## config.mk

```make
export PLATFORM = sky130hd
export DESIGN_NAME = ldpc_iter_ctrl
export DESIGN_NICKNAME = d
export VERILOG_FILES = /design/src/rtl/ldpc_iter_ctrl.sv
export SDC_FILE = /design/constraint.sdc
export NUM_CORES = 1
export LEC_CHECK = 0
export BUFFER_PORTS_ARGS = -buffer_cell sky130_fd_sc_hd__buf_2
export CAP_MARGIN = 20
export CORE_UTILIZATION = 47
export CTS_CLUSTER_DIAMETER = 50
export DETAILED_ROUTE_END_ITERATION = 8
export PLACE_DENSITY = 0.7
export SLEW_MARGIN = 20
export SYNTH_ARGS = -nofsm -noshare
export SYNTH_HDL_FRONTEND = slang
export SYNTH_SLANG_ARGS = --single-unit
```

## constraint.sdc

```tcl
create_clock -name clk_i -period 2 [get_ports clk_i]
set_input_delay 0.2 -clock clk_i [delete_from_list [all_inputs] [get_ports clk_i]]
set_output_delay 0.2 -clock clk_i [all_outputs]
set_load 0.05 [all_outputs]
```

## src/rtl/ldpc_iter_ctrl.sv

```systemverilog
// Iteration scheduler for the LDPC decoder array: LLR load, CNU/VNU phases,
// syndrome check and termination on convergence, iteration limit or abort.
module ldpc_iter_ctrl #(
    parameter int ITER_W  = 8,
    parameter int CNU_CYC = 1,
    parameter int VNU_CYC = 1,
    parameter int PH_W    = 4
) (
    input  logic              clk_i,
    input  logic              reset_i,
    input  logic              start_i,
    input  logic              abort_i,
    input  logic [ITER_W-1:0] max_iter_i,
    input  logic              syndrome_ok_i,
    output logic              llr_load_o,
    output logic              cnu_en_o,
    output logic              vnu_en_o,
    output logic              chk_en_o,
    output logic              busy_o,
    output logic              done_o,
    output logic              converged_o,
    output logic [ITER_W-1:0] iter_count_o
);

    typedef enum logic [2:0] {
        S_IDLE,
        S_LOAD,
        S_CNU,
        S_VNU,
        S_CHECK,
        S_DONE
    } state_t;

    localparam logic [PH_W-1:0] CNU_LAST = PH_W'(CNU_CYC - 1);
    localparam logic [PH_W-1:0] VNU_LAST = PH_W'(VNU_CYC - 1);

    state_t            state_q, state_d;
    logic [PH_W-1:0]   ph_q, ph_d;
    logic [ITER_W-1:0] lim_q, lim_d;
    logic [ITER_W-1:0] iter_q, iter_d;
    logic              conv_q, conv_d;

    // One extra bit so the limit compare cannot alias when lim is all-ones.
    logic [ITER_W:0]   iter_inc;
    logic              last_iter;

    assign iter_inc  = {1'b0, iter_q} + {{ITER_W{1'b0}}, 1'b1};
    assign last_iter = (iter_inc == {1'b0, lim_q});

    always_ff @(posedge clk_i) begin
        if (reset_i) begin
            state_q <= S_IDLE;
            ph_q    <= '0;
            lim_q   <= '0;
            iter_q  <= '0;
            conv_q  <= 1'b0;
        end else begin
            state_q <= state_d;
            ph_q    <= ph_d;
            lim_q   <= lim_d;
            iter_q  <= iter_d;
            conv_q  <= conv_d;
        end
    end

    always_comb begin
        state_d = state_q;
        ph_d    = ph_q;
        lim_d   = lim_q;
        iter_d  = iter_q;
        conv_d  = conv_q;
        // Abort outranks every other transition, including a passing CHECK.
        if (state_q != S_IDLE && abort_i) begin
            state_d = S_IDLE;
            ph_d    = '0;
            conv_d  = 1'b0;
        end else begin
            unique case (state_q)
                S_IDLE: begin
                    if (start_i) begin
                        state_d = S_LOAD;
                        ph_d    = '0;
                        lim_d   = (max_iter_i == '0) ? ITER_W'(1) : max_iter_i;
                        iter_d  = '0;
                        conv_d  = 1'b0;
                    end
                end
                S_LOAD: begin
                    state_d = S_CNU;
                    ph_d    = '0;
                end
                S_CNU: begin
                    if (ph_q == CNU_LAST) begin
                        state_d = S_VNU;
                        ph_d    = '0;
                    end else begin
                        ph_d = ph_q + PH_W'(1);
                    end
                end
                S_VNU: begin
                    if (ph_q == VNU_LAST) begin
                        state_d = S_CHECK;
                        ph_d    = '0;
                    end else begin
                        ph_d = ph_q + PH_W'(1);
                    end
                end
                S_CHECK: begin
                    iter_d = iter_inc[ITER_W-1:0];
                    if (syndrome_ok_i) begin
                        state_d = S_DONE;
                        conv_d  = 1'b1;
                    end else if (last_iter) begin
                        state_d = S_DONE;
                        conv_d  = 1'b0;
                    end else begin
                        state_d = S_CNU;
                    end
                end
                S_DONE: begin
                    state_d = S_IDLE;
                end
                default: begin
                    state_d = S_IDLE;
                    ph_d    = '0;
                end
            endcase
        end
    end

    always_comb begin
        llr_load_o = 1'b0;
        cnu_en_o   = 1'b0;
        vnu_en_o   = 1'b0;
        chk_en_o   = 1'b0;
        done_o     = 1'b0;
        busy_o     = (state_q != S_IDLE);
        unique case (state_q)
            S_LOAD:  llr_load_o = 1'b1;
            S_CNU:   cnu_en_o   = 1'b1;
            S_VNU:   vnu_en_o   = 1'b1;
            S_CHECK: chk_en_o   = 1'b1;
            S_DONE:  done_o     = 1'b1;
            default: ;
        endcase
    end

    assign converged_o  = conv_q;
    assign iter_count_o = iter_q;

endmodule

```

==> metrics.txt <==
status=finished, violations left; failing checks=design-rule violations; Clk pwr share=31.4%; count of pins over their slew limit=0; cts hold-fix bufs=0; Cell Area, Synth=0.001423 sq mm; crit share post-route=91.55%; Internal Pwr Total=0.7919 mW; DRC=2; Tot GR Track Use=21.76%; Post-Syn Instances=180; most area-consuming cells after synthesis=dfxtp_1 (34%), a21oi_1 (6.3%), nor2_1 (6.3%); min-delay src=max_iter_i[0]; Post-CTS Setup Bufs=0; maxcap violations=0; Fin. Hold Viols=0; antenna violations before repair=0; Flop pwr share=45.8%; average cell area after synthesis=7.903 sq um; global-route wire length before repair=5526 um; Skew-Pair Late Insertion Delay=320 ps; CP Class=flop to output pin; Crit Path Max Fanout=9; Post-synth EDFFs=0; PwrDens=682.9 mW/mm^2; die height=57.02 um; Synth Warn #=0; worst slew pin tran=548.1 ps; switching fraction of total power=29.47%; Yosys reg bits=24; H-tree Lvls=1; Yosys cell types=45; DR vias/cell=5.780; Worst-path clk slew=140 ps; DRT antenna net count=0; total die area=0.003251 sq mm; Initial Util=50.71%; CTS tree=built; PortBufs=27; CP startpoint kind=flop; Comb pwr share=22.7%; slew margin rel.=63.32%; num ports=28; worst hold slack=103.7 ps; most instantiated cells after synthesis=dfxtp_1 (24), nor2_1 (24), a21oi_1 (18); drt total wl=3362 um; hold endpoint=lim_q[0]$_SDFFE_PP0P_; Worst EP required=1800 ps; Setup Skew=7.085 ps; TritonCTS buffer count=3; core area=0.002805 sq mm; grt ovf=0; chip width=57.02 um; DR WL/cell=14.25 um; hold depth=3; TNS Setup=0 ps; RSZ-0062 raised after global routing=false; Worst Hold Class=primary input to flop; Max Fclk=546.2 MHz; filler instances=265; worst reg2reg path startpoint=iter_count_o[0]$_SDFFE_PP0P_; FF+latch area=491.7 sq um; Detailed Routing Iterations Pass 1=6; multi-input logic area=845.8 sq um; post-synth top area share=33.77%; Reg-to-Reg End=converged_o$_SDFFE_PP0P_; nets=222; share of cells above drive strength 1=23.41%; Layout Area Growth over Synthesis=15.57%; routability congestion estimate=0.8589; dpl hpwl=2489 um; largest net degree at the start of global routing=18; Worst VDD drop=0.0004724 V; Arrival @ worst endpoint=1630 ps; Vias=1364; Setup Viol. Count Final=0; # clock sinks=24; ant diodes=0; Yosys top cell by area=dfxtp_1; ys flop type=dfxtp_1; Async SR Flop Fraction=0%; vias in the first global route=1216; worst reg-to-reg path cell count=6; row cnt=19; Static Leakage=0.6914 nW; P_sw=0.3309 mW; 1st-iter DRT viols=60; Tmin final=1831 ps; syn_nets=196; Clock Tree Buf Depth=2; Worst R2R Setup Slack=170 ps; Worst Setup End Kind=output pin; Seq/Total Area, Yosys=33.77%; Root Buffer Master=clkbuf_4
-- worst max path at each step --
stage / to / start / cells after the start
after global placement: converged_o$_SDFFE_PP0P_ / iter_count_o[0]$_SDFFE_PP0P_ / 6
final: vnu_en_o / state_q[1]$_SDFFE_PP0P_ / 4
after CTS: converged_o$_SDFFE_PP0P_ / iter_count_o[0]$_SDFFE_PP0P_ / 6
after global routing: converged_o$_SDFFE_PP0P_ / iter_count_o[0]$_SDFFE_PP0P_ / 6
after detailed placement: converged_o$_SDFFE_PP0P_ / iter_count_o[0]$_SDFFE_PP0P_ / 6
after floorplan: converged_o$_SDFFE_PP0P_ / iter_count_o[0]$_SDFFE_PP0P_ / 7
-- cells by family after synthesis --
group	Yosys count	synth area share [%]
buffers and inverters	19	6.948
DFF	24	33.77
AOI/OAI and AO/OA	47	20.76
adders and majority gates	3	2.639
xor gates and xnor gates	10	6.157
and+or+nand+nor	73	26.83
muxes	4	2.902
-- flip-flops by register name, summed over array words and instances, names as in the netlist --
| register | flops |
|---|---|
| state_q | 3 |
| converged_o | 1 |
| ph_q | 4 |
| lim_q | 8 |
| iter_count_o | 8 |
-- metrics by stage --
step	total power [mW]	cell area [sq um]	setup slack [ps]	std cells	utilization (%)
4_1_cts	1.124	1642	91.06	236	58.52
6_report	1.123	1644	169.0	236	58.61
2_1_floorplan	0.7070	1434	51.44	180	-
3_3_place_gp	0.7701	1589	162.1	232	56.65
3_5_place_dp	0.7786	1589	145.5	232	56.65
5_1_grt	1.173	1644	34.37	236	58.61
-- cells in the final DEF (no fill, tap or decap), types with 2 or more instances in the layout --
cell type / instances
and2_1: 2
xor2_1: 2
a211oi_1: 5
nor2_1: 24
nand3b_1: 3
xnor2_1: 8
nand2b_1: 2
nor2b_1: 2
buf_4: 7
a2bb2oi_1: 2
inv_1: 5
nand3_1: 4
buf_2: 27
or3b_1: 2
a22oi_1: 3
and3_1: 3
a31oi_1: 4
dfxtp_1: 19
ha_1: 2
o21ai_0: 6
dfxtp_2: 3
nand2_1: 16
clkbuf_4: 3
or4_1: 2
o41ai_1: 2
mux2i_1: 3
dfxtp_4: 2
nor3_1: 4
a21oi_1: 18
or3_1: 2
-- per-layer routing --
metal | share of wire (%) | up-vias | GRT usage (%)
met4 | 0.95 | 0 | 5.575
li1 | - | 688 | -
met1 | 48 | 627 | 29.65
met2 | 44 | 45 | 34.79
met5 | 0 | - | 0
met3 | 6.6 | 4 | 5.215
-- power by group through the flow --
stage               sequential, mW  clock, mW  combinational (mW)
finish                       0.514      0.353               0.255
detailed placement           0.525          0               0.253
global placement             0.524          0               0.246
global route                 0.516      0.377               0.280
CTS                          0.514      0.355               0.255
floorplan                    0.520          0               0.187
-- cell type report --
class | count | area share (%)
multi-input cells | 137 | 51.45
flip-flops and latches | 24 | 29.91
repair buffers | 34 | 11.42
well taps | 31 | 2.359
clock inverters | 1 | 1.826
inverters | 6 | 1.674
clock buffers | 3 | 1.370
-- repair_timing --
| item | 4_1_cts | 5_1_grt |
|---|---|---|
| endpoints found under the hold margin | 0 | 0 |
| resized for setup | 0 | 1 |
| endpoints found under the setup margin | 0 | 4 |
-- critical path, cell delays in order (launching register included) --
cell and delay (ps):
dfxtp_1 350, buf_4 160, nor2b_1 300, and2_1 230, buf_2 280
Note: power is estimated with default switching activity, not from simulation.
